$ cat src/rtl/ppi_pkg.sv
// Shared types and constants for the 8255 port A mode-1 output-handshake receiver.
package ppi_pkg;

  typedef enum logic [1:0] {
    IDLE    = 2'd0,
    CAPTURE = 2'd1,
    ACK     = 2'd2,
    RELEASE = 2'd3
  } state_t;

  // 8255 mode-1 port C bit positions for port A.
  localparam int PC_INTRA = 3;
  localparam int PC_STBA  = 4;
  localparam int PC_IBFA  = 5;
  localparam int PC_ACKA  = 6;
  localparam int PC_OBFA  = 7;

  // Bits needed for a counter that must hold values 0..max_val inclusive.
  function automatic int cnt_w(input int max_val);
    return $clog2(max_val + 1);
  endfunction

endpackage

$ cat src/rtl/ppi_obf_receiver_if.sv
// Bus bundle between the 8255 port A handshake, the receiver and its local byte consumer.
interface ppi_obf_receiver_if
  import ppi_pkg::*;
#(
  parameter int FIFO_DEPTH = 8
);
  logic [7:0]                     pa_data;
  logic                           obf_n;
  logic                           ack_n;
  logic [7:0]                     rx_data;
  logic                           rx_valid;
  logic                           rx_ready;
  logic [cnt_w(FIFO_DEPTH)-1:0]   fifo_count;
  logic                           overrun;
  logic                           timeout;
  logic                           clr_err;

  modport slave (
    input  pa_data, obf_n, rx_ready, clr_err,
    output ack_n, rx_data, rx_valid, fifo_count, overrun, timeout
  );

  modport master (
    output pa_data, obf_n, rx_ready, clr_err,
    input  ack_n, rx_data, rx_valid, fifo_count, overrun, timeout
  );
endinterface

$ cat src/rtl/ppi_sync_fifo.sv
// First-word-fall-through byte FIFO; a push into a full FIFO is accepted only alongside a pop.
module ppi_sync_fifo
  import ppi_pkg::*;
#(
  parameter int DEPTH  = 8,
  parameter int DATA_W = 8
) (
  input  logic                      clk,
  input  logic                      rst,
  input  logic                      push,
  input  logic [DATA_W-1:0]         din,
  input  logic                      pop,
  output logic [DATA_W-1:0]         dout,
  output logic                      full,
  output logic                      empty,
  output logic [cnt_w(DEPTH)-1:0]   count
);
  localparam int PTR_W = $clog2(DEPTH);
  localparam int CNT_W = cnt_w(DEPTH);

  logic [DATA_W-1:0] mem [DEPTH];
  logic [PTR_W-1:0]  wr_ptr, rd_ptr;
  logic              do_push, do_pop;

  assign empty   = (count == '0);
  assign full    = (count == CNT_W'(DEPTH));
  assign do_pop  = pop && !empty;
  assign do_push = push && (!full || do_pop);
  // Empty FIFO presents zero rather than stale storage.
  assign dout    = empty ? '0 : mem[rd_ptr];

  always_ff @(posedge clk) begin
    if (rst) begin
      wr_ptr <= '0;
      rd_ptr <= '0;
      count  <= '0;
    end else begin
      if (do_push) wr_ptr <= wr_ptr + PTR_W'(1);
      if (do_pop)  rd_ptr <= rd_ptr + PTR_W'(1);
      case ({do_push, do_pop})
        2'b10:   count <= count + CNT_W'(1);
        2'b01:   count <= count - CNT_W'(1);
        default: count <= count;
      endcase
    end
  end

  always_ff @(posedge clk) begin
    if (do_push) mem[wr_ptr] <= din;
  end

endmodule

$ cat src/rtl/ppi_obf_receiver.sv
// Peripheral-side consumer of the 8255 port A mode-1 OBFA#/ACKA# handshake with a byte FIFO.
// Define PPI_RX_TIMEOUT_EN to build the overrun/timeout watchdogs; otherwise both waits are unbounded.
module ppi_obf_receiver
  import ppi_pkg::*;
#(
  parameter int FIFO_DEPTH  = 8,
  parameter int ACK_WIDTH   = 4,
  parameter int TIMEOUT_CYC = 1024
) (
  input  logic                  CLK,
  input  logic                  RESET,
  ppi_obf_receiver_if.slave     bus
);
  localparam int CNT_W  = cnt_w(FIFO_DEPTH);
  localparam int ACK_CW = cnt_w(ACK_WIDTH);

  if (FIFO_DEPTH < 2 || (FIFO_DEPTH & (FIFO_DEPTH - 1)) != 0 ||
      ACK_WIDTH < 1 || TIMEOUT_CYC < 1) begin : g_bad_params
    $error("ppi_obf_receiver: illegal parameter combination");
  end

  logic              sync_p0, sync_p1;
  logic              obf_s;
  state_t            state, state_next;
  logic [ACK_CW-1:0] ack_cnt;
  logic              ack_q;
  logic              push, pop, full, empty;
  logic [CNT_W-1:0]  count;
  logic              tmo_hit;

  // Stage p0/p1: two-flop synchroniser for the asynchronous OBFA# level.
  always_ff @(posedge CLK) begin
    if (RESET) begin
      sync_p0 <= 1'b1;
      sync_p1 <= 1'b1;
    end else begin
      sync_p0 <= bus.obf_n;
      sync_p1 <= sync_p0;
    end
  end

  assign obf_s = sync_p1;

  always_comb begin
    state_next = state;
    case (state)
      IDLE:    if (!obf_s && !full) state_next = CAPTURE;
      CAPTURE: state_next = ACK;
      ACK:     if (ack_cnt == ACK_CW'(1)) state_next = RELEASE;
      RELEASE: begin
        if (obf_s)        state_next = IDLE;
        else if (tmo_hit) state_next = IDLE;
      end
      default: state_next = IDLE;
    endcase
  end

  // ACKA# is registered from the next state so the 8255 pin never glitches.
  always_ff @(posedge CLK) begin
    if (RESET) begin
      state   <= IDLE;
      ack_cnt <= '0;
      ack_q   <= 1'b1;
    end else begin
      state <= state_next;
      ack_q <= (state_next != ACK);
      if (state == CAPTURE)  ack_cnt <= ACK_CW'(ACK_WIDTH);
      else if (state == ACK) ack_cnt <= ack_cnt - ACK_CW'(1);
    end
  end

  // PA has been stable since before OBFA# fell, so it is sampled raw here.
  assign push = (state == CAPTURE);
  assign pop  = bus.rx_ready && !empty;

  ppi_sync_fifo #(
    .DEPTH  (FIFO_DEPTH),
    .DATA_W (8)
  ) u_fifo (
    .clk   (CLK),
    .rst   (RESET),
    .push  (push),
    .din   (bus.pa_data),
    .pop   (pop),
    .dout  (bus.rx_data),
    .full  (full),
    .empty (empty),
    .count (count)
  );

`ifdef PPI_RX_TIMEOUT_EN
  localparam int TMO_CW = cnt_w(TIMEOUT_CYC);

  logic [TMO_CW-1:0] tmo_cnt;
  logic              stall, waiting;
  logic              overrun_q, timeout_q;

  // One counter serves both waits; it restarts on every state change and saturates.
  assign stall   = (state == IDLE) && !obf_s && full;
  assign waiting = (state == RELEASE) && !obf_s;
  assign tmo_hit = (stall || waiting) && (tmo_cnt == TMO_CW'(TIMEOUT_CYC - 1));

  always_ff @(posedge CLK) begin
    if (RESET) begin
      tmo_cnt   <= '0;
      overrun_q <= 1'b0;
      timeout_q <= 1'b0;
    end else begin
      if (!(stall || waiting) || (state_next != state))
        tmo_cnt <= '0;
      else if (tmo_cnt != TMO_CW'(TIMEOUT_CYC))
        tmo_cnt <= tmo_cnt + TMO_CW'(1);

      if (stall && tmo_hit)     overrun_q <= 1'b1;
      else if (bus.clr_err)     overrun_q <= 1'b0;

      if (waiting && tmo_hit)   timeout_q <= 1'b1;
      else if (bus.clr_err)     timeout_q <= 1'b0;
    end
  end

  assign bus.overrun = overrun_q;
  assign bus.timeout = timeout_q;
`else
  logic unused_clr_err;

  assign tmo_hit        = 1'b0;
  assign unused_clr_err = bus.clr_err;
  assign bus.overrun    = 1'b0;
  assign bus.timeout    = 1'b0;
`endif

  assign bus.ack_n      = ack_q;
  assign bus.rx_valid   = !empty;
  assign bus.fifo_count = count;

endmodule

$ cat src/flat_wrapper.sv
// flat-port wrapper written by rule: the top's interface ports become plain ports
module ppi_obf_receiver_flat import ppi_pkg::*;
#(
  parameter int FIFO_DEPTH  = 8,
  parameter int ACK_WIDTH   = 4,
  parameter int TIMEOUT_CYC = 1024
)
  (CLK, RESET, bus_pa_data, bus_obf_n, bus_rx_ready, bus_clr_err, bus_ack_n, bus_rx_data, bus_rx_valid, bus_fifo_count, bus_overrun, bus_timeout);
  ppi_obf_receiver_if #(.FIFO_DEPTH(FIFO_DEPTH)) bus_i ();
  input  logic CLK;
  input  logic RESET;
  input wire logic [$bits(bus_i.pa_data)-1:0] bus_pa_data;
  input wire logic [$bits(bus_i.obf_n)-1:0] bus_obf_n;
  input wire logic [$bits(bus_i.rx_ready)-1:0] bus_rx_ready;
  input wire logic [$bits(bus_i.clr_err)-1:0] bus_clr_err;
  output wire logic [$bits(bus_i.ack_n)-1:0] bus_ack_n;
  output wire logic [$bits(bus_i.rx_data)-1:0] bus_rx_data;
  output wire logic [$bits(bus_i.rx_valid)-1:0] bus_rx_valid;
  output wire logic [$bits(bus_i.fifo_count)-1:0] bus_fifo_count;
  output wire logic [$bits(bus_i.overrun)-1:0] bus_overrun;
  output wire logic [$bits(bus_i.timeout)-1:0] bus_timeout;
  assign bus_i.pa_data = bus_pa_data;
  assign bus_i.obf_n = bus_obf_n;
  assign bus_i.rx_ready = bus_rx_ready;
  assign bus_i.clr_err = bus_clr_err;
  assign bus_ack_n = bus_i.ack_n;
  assign bus_rx_data = bus_i.rx_data;
  assign bus_rx_valid = bus_i.rx_valid;
  assign bus_fifo_count = bus_i.fifo_count;
  assign bus_overrun = bus_i.overrun;
  assign bus_timeout = bus_i.timeout;
  ppi_obf_receiver #(.FIFO_DEPTH(FIFO_DEPTH), .ACK_WIDTH(ACK_WIDTH), .TIMEOUT_CYC(TIMEOUT_CYC)) u_core (.CLK(CLK), .RESET(RESET), .bus(bus_i));
endmodule
$ cat config.mk
export PLATFORM = sky130hd
export DESIGN_NAME = ppi_obf_receiver_flat
export DESIGN_NICKNAME = d
export VERILOG_FILES = /design/src/rtl/ppi_pkg.sv /design/src/rtl/ppi_obf_receiver_if.sv /design/src/rtl/ppi_sync_fifo.sv /design/src/rtl/ppi_obf_receiver.sv /design/src/flat_wrapper.sv
export SDC_FILE = /design/constraint.sdc
export NUM_CORES = 1
export LEC_CHECK = 0
export BUFFER_PORTS_ARGS = -buffer_cell sky130_fd_sc_hd__buf_2
export CAP_MARGIN = 20
export CORE_ASPECT_RATIO = 1.75
export CORE_MARGIN = 3
export CORE_UTILIZATION = 34
export CTS_CLUSTER_SIZE = 8
export DETAILED_ROUTE_END_ITERATION = 6
export GPL_ROUTABILITY_DRIVEN = 0
export MAX_ROUTING_LAYER = met4
export PLACE_DENSITY_LB_ADDON = 0.12
export SLEW_MARGIN = 20
export SYNTH_ARGS = -nofsm -noshare
export SYNTH_HDL_FRONTEND = slang
export SYNTH_HIERARCHICAL = 1
export SYNTH_SLANG_ARGS = --single-unit
$ cat constraint.sdc
create_clock -name CLK -period 3.29 [get_ports CLK]
set_input_delay 0.658 -clock CLK [delete_from_list [all_inputs] [get_ports CLK]]
set_output_delay 0.658 -clock CLK [all_outputs]
set_load 0.005 [all_outputs]
Word level (Yosys, flattened, before mapping)
Memory sizes are Yosys's and may differ from the RTL's. A register that Yosys moved wholly into a read port is not among the register bits.
Index checks and enable logic that the tools add are counted.
- latch bits: 0
- bits in read-only memories: 0
- memories kept: 1
- register bits: 18
- output and inout bits: 16
- memory bits (writable): 64
- word-level logic and storage cells: 48
- bits of input ports: 13
- memories (name ; depth ; bits a word ; rd ports ; clocked after Yosys merged registers in ; write ports ; RTL line ; text):
    u_core.u_fifo.mem ; 8 ; 8 ; 1 ; 1 ; 1 ; ppi_sync_fifo.sv:21 ; logic [DATA_W-1:0] mem [DEPTH];
- mux-type cells: 12
- add/sub/neg operators: 5
- shifts and indexed selects: 0
- $mul: 0
- eq/ne operators: 8
- order comparisons: 0
- bitwise logic cells: 0
- divide/modulo/power cells: 0
- reductions and logical operators: 13
- operator list (cell ; count):
    2-to-1 mux 3 bit ; 4
    2-to-1 mux 8 bit ; 1
    case mux 2 bit (4 select lines) ; 1
    case mux 4 bit (2 select lines) ; 1
    adder 3 x 1 -> 3 bit (second input constant) ; 2
    == test 2 bit (second input constant) ; 3
    2-to-1 mux 2 bit ; 3
    adder 4 x 1 -> 4 bit (second input constant) ; 1
    == test 2 x 1 -> 1 bit (second input constant) ; 2
    == test 4 bit (second input constant) ; 1
    logical AND 1 bit ; 4
    logical NOT 4 bit ; 1
    nonzero test 2 bit ; 2
    subtractor 4 x 1 -> 4 bit (second input constant) ; 1
    == test 3 x 1 -> 1 bit (second input constant) ; 1
    logical NOT 1 bit ; 3
    subtractor 3 x 1 -> 3 bit (second input constant) ; 1
    logical NOT 2 bit ; 1
    2-to-1 mux 1 bit ; 2
    != test 2 bit (second input constant) ; 1
    OR reduction 2 bit ; 1
    logical OR 1 bit ; 1

Longest topological paths before layout
- depth after elaboration: 8
- mapped depth: 11
- gate-level depth less buffers: 10

Modules after synthesis
The synthesis kept the hierarchy.
- by module, submodules not included (module ; area an instance (sq um) ; cells an instance ; seq. area each (sq um) ; instances):
    ppi_sync_fifo ; 3189.3 ; 185 ; 2182.1 ; 1
    ppi_obf_receiver ; 429.2 ; 45 ; 160.2 ; 1

Worst setup path before layout
OpenSTA, ideal clock, no wires.
- kind: input to register
- from: in bus_rx_ready
- to: mem u_core.u_fifo.mem[0][0], enable pin
- data arrival time: 2232 ps
- required time: 2907 ps
- setup time: 383 ps
- setup slack: 674 ps
- stages: 5
- buffers on the path: 0
- cell sequence: nor2b_1 or2b_1 o21ai_2 or2_2 nor3_1
- word-level cells in the longest chain between the ends: 6
- ends and longest elaborated chain (what ; RTL line ; text):
    start, declared ; flat_wrapper.sv:14 ; input wire logic [$bits(bus_i.rx_ready)-1:0] bus_rx_ready;
    logical AND 1 bit ; ppi_obf_receiver.sv:74 ; assign pop = bus.rx_ready && !empty;
    logical AND 1 bit ; ppi_sync_fifo.sv:27 ; assign do_pop = pop && !empty;
    logical OR 1 bit ; ppi_sync_fifo.sv:28 ; assign do_push = push && (!full || do_pop);
    logical AND 1 bit ; ppi_sync_fifo.sv:28 ;
    2-to-1 mux 1 bit ; ppi_sync_fifo.sv:49 ; if (do_push) mem[wr_ptr] <= din;
    2-to-1 mux 1 bit (not written as such) ; ppi_sync_fifo.sv:49 ;
    end, declared ; ppi_sync_fifo.sv:21 ;
No other way between the ends.

Final worst setup path
- from: reg u_core.u_fifo.count[0]
- to: reg u_core.u_fifo.count[3]
- word-level cells in the longest chain between the ends: 8
- elaborated cells between the ends (all ways): 14
- classes of those cells: add/sub: 2; eq/ne: 3; mux: 1; reduce/logical: 8
- ends and longest elaborated chain (what ; RTL line ; text):
    start, declared ; ppi_sync_fifo.sv:16 ; output logic [cnt_w(DEPTH)-1:0] count
    start signal, assigned ; ppi_sync_fifo.sv:41 ; 2'b10: count <= count + CNT_W'(1);
    start signal, assigned ; ppi_sync_fifo.sv:42 ; 2'b01: count <= count - CNT_W'(1);
    start signal, assigned ; ppi_sync_fifo.sv:43 ; default: count <= count;
    logical NOT 4 bit ; ppi_sync_fifo.sv:25 ; assign empty = (count == '0);
    logical NOT 1 bit ; ppi_sync_fifo.sv:27, ppi_obf_receiver.sv:74 ;
    logical AND 1 bit ; ppi_obf_receiver.sv:74 ;
    logical AND 1 bit ; ppi_sync_fifo.sv:27 ;
    logical OR 1 bit ; ppi_sync_fifo.sv:28 ;
    logical AND 1 bit ; ppi_sync_fifo.sv:28 ;
    == test 2 x 1 -> 1 bit / == test 2 bit (equally long branches) ; ppi_sync_fifo.sv:40 ; case ({do_push, do_pop})
    case mux 4 bit (2 select lines) / nonzero test 2 bit (equally long branches) ; - ;
Several ways; a longest one is shown, not always the timed one.
A chain may end at the register's enable or synchronous reset.

==> flow_summary.json <==
{
  "grt_antenna_before_repair": 0,
  "grt_max_degree": 19,
  "fp-row-count": 49,
  "worst_ep_required_time_ns": 3.55,
  "fin_crit_ns": 2.59,
  "holdWs_ns": 0.410,
  "rsz0062_at_grt": "false",
  "power_w": 0.00228,
  "cap_viol_max_count": 0,
  "die_x_um": 84.0,
  "reg2regPathDepth": 9,
  "p_per_area_mw_per_mm2": 543,
  "dr.pass1.iters": 4,
  "grt_pass1_wl_mm": 11.0,
  "grt_use_total": 0.128,
  "cts_hold_buf": 0,
  "synth_cell_types": 46,
  "postCtsSetupBuffers": 0,
  "reg2reg_to": "u_core/u_fifo/count[3]",
  "hold_end": "u_core/obf_s",
  "status": "complete, no violations",
  "path_clk_slew_ns": 0.06,
  "peakVddDrop_mv": 0.269,
  "min_from": "u_core/sync_p0",
  "critPathMaxFanout": 9,
  "cts_buffers": 9,
  "synth_xor_xnor_area_share": 0.0169,
  "num-nets-final": 292,
  "postSynthCellCount": 230,
  "hpwl_mm": 4.65,
  "final.setup.tns_ns": 0,
  "routed_wl_mm": 6.91,
  "multi_input_comb_area_mm2": 0.00118,
  "drtIter0Drc": 115,
  "slew_viol_final": 0,
  "die_h_um": 142,
  "yosys.area_share.simple": 0.0871,
  "hold_path_depth": 1,
  "dieArea_mm2": 0.0120,
  "synth-edff-count": 64,
  "cts-resized-gates": 0,
  "wl_per_cell_um": 17.3,
  "antenna_left": 0,
  "clock-sinks": 85,
  "htree_levels": 3,
  "drive_gt1_frac": 0.271,
  "area_growth_pct": 15.8,
  "insertion_delay_ns": 0.33,
  "grt_overflow": 0,
  "vias_per_cell": 4.87,
  "async_flop_share": 0,
  "worst-setup-path-type": "flip-flop to flip-flop",
  "port_buffers": 25,
  "cp-end-kind": "flip-flop",
  "synth_warnings": 6,
  "core_area_mm2": 0.0104,
  "syn_area_per_cell_um2": 15.7,
  "antennaDiodeCount": 0,
  "clk_path_buf_depth": 2,
  "hold_violations": 0,
  "nFillCells": 955,
  "grt_pass1_vias": 2026,
  "ios": 29,
  "synth.area.mux_share": 0.133,
  "drcViolationCount": 0,
  "start_util": 0.349,
  "cts_tree": "built",
  "finalCritPeriodShare": 0.787,
  "via_count": 1947,
  "synthAdderAreaFrac": 0.0401,
  "min-delay-path-class": "flip-flop to flip-flop",
  "ys.flop_type": "edfxtp_1",
  "regArea_mm2": 0.00234,
  "fmax_mhz": 386,
  "cp.arrival_ns": 2.85,
  "tightest_slew_ns": 0.607,
  "synth_top_family_by_area": "multiplexers",
  "ff2ff_setup_slack_ns": 0.70,
  "worstReg2RegStart": "u_core/u_fifo/count[0]",
  "crit_path_start_kind": "flip-flop",
  "seq_area_frac_synth": 0.647,
  "syn-cell-area_mm2": 0.00362,
  "relSlewSlack": 0.594,
  "power_leakage_nw": 1.44,
  "synth-seq-cells": 85,
  "clock_skew_ns": 0.00522,
  "ctsRootBufferMaster": "clkbuf_16",
  "setup_violations": 0,
  "synth-compound-area-share": 0.0477
}
kinds of logic after synthesis:
| group | count (synthesis) |
|---|---|
| AOI/OAI and AO/OA | 21 |
| xor gates and xnor gates | 7 |
| adders and majority gates | 11 |
| buffers and inverters | 19 |
| DFF | 85 |
| muxes | 28 |
| other | 1 |
| and+or+nand+nor | 58 |
how the worst max path moves through the flow:
stage	slack (ns)	cells after the start	end	startpoint
5_1_grt	0.48	9	u_core/u_fifo/count[3]	u_core/u_fifo/count[0]
2_1_floorplan	0.67	5	u_core/u_fifo/mem[0][0]	bus_rx_ready
3_5_place_dp	0.64	8	u_core/u_fifo/mem[6][0]	bus_rx_ready
4_1_cts	0.66	9	u_core/u_fifo/count[3]	u_core/u_fifo/count[0]
3_3_place_gp	0.63	8	u_core/u_fifo/mem[6][3]	bus_rx_ready
6_report	0.70	9	u_core/u_fifo/count[3]	u_core/u_fifo/count[0]
sequential cells by signal (all words and copies together) (netlist names), 2 cells and up, named ones only:
signal,flops
u_core/ack_cnt,3
u_core/u_fifo/mem,64
u_core/state,2
u_core/u_fifo/rd_ptr,3
u_core/u_fifo/count,4
u_core/u_fifo/wr_ptr,3
routing by layer:
metal  share of wire  track usage
met5               0            -
met2            0.54        0.228
met3           0.033       0.0342
met1            0.41        0.133
met4           0.017       0.0534
cell usage after synthesis (3+ instances only):
cell type	number	area [µm²]
nor2b_1	3	18.8
mux4_2	16	360
nand2_1	3	11.3
o21ai_0	4	20.0
mux2i_1	12	120
ha_1	10	125
nand3b_1	3	22.5
a21oi_1	4	20.0
buf_2	3	15.0
or2_2	3	18.8
inv_1	7	26.3
edfxtp_1	64	1920
nor2_1	26	97.6
dfxtp_1	21	420
nor3_1	5	25.0
xor2_1	3	26.3
buf_4	4	30.0
xnor2_1	4	35.0
nand2b_1	3	18.8
cells in the final DEF, fill, tap and decap left out, types with 7 or more instances in the layout:
cell type / count
inv_1: 7
dfxtp_1: 21
mux2i_1: 12
mux4_2: 16
nor2_1: 26
buf_4: 12
edfxtp_1: 64
clkbuf_16: 9
buf_2: 25
ha_1: 10
worst max-delay path: stages (launching register included):
cell and delay [ns]:
dfxtp_1 0.42, or3_1 0.49, o21ai_2 0.23, or2_1 0.20, inv_2 0.05, ha_1 0.32, a21oi_1 0.29, nor4bb_1 0.27
o21bai_1 0.12, a31oi_1 0.12
power by group:
group          leakage [nW]  switching, W  internal (W)  total [W]
registers             0.746     0.0000204       0.00118    0.00120
clock network         0.128      0.000371      0.000529   0.000900
logic                 0.567     0.0000961     0.0000749   0.000171
total                  1.44      0.000488       0.00179    0.00228
per-stage QoR:
stage	util	cells	instance area, µm²	worst slack, ns
final	0.405	400	4190	0.700
after global routing	0.405	400	4190	0.481
after CTS	0.405	400	4190	0.660
after detailed placement	0.379	384	3930	0.637
after global placement	0.379	384	3930	0.634
after floorplan	-	231	3620	0.674
area by class of cell:
cell class,instances,share of cell area
Sequential cell,85,0.559
Multi-Input combinational cell,127,0.282
Clock buffer,14,0.0606
Timing Repair Buffer,37,0.0513
Tap cell,127,0.0379
Inverter,8,0.00716
Clock inverter,2,0.00209
Note: power is estimated with default switching activity, not from simulation.
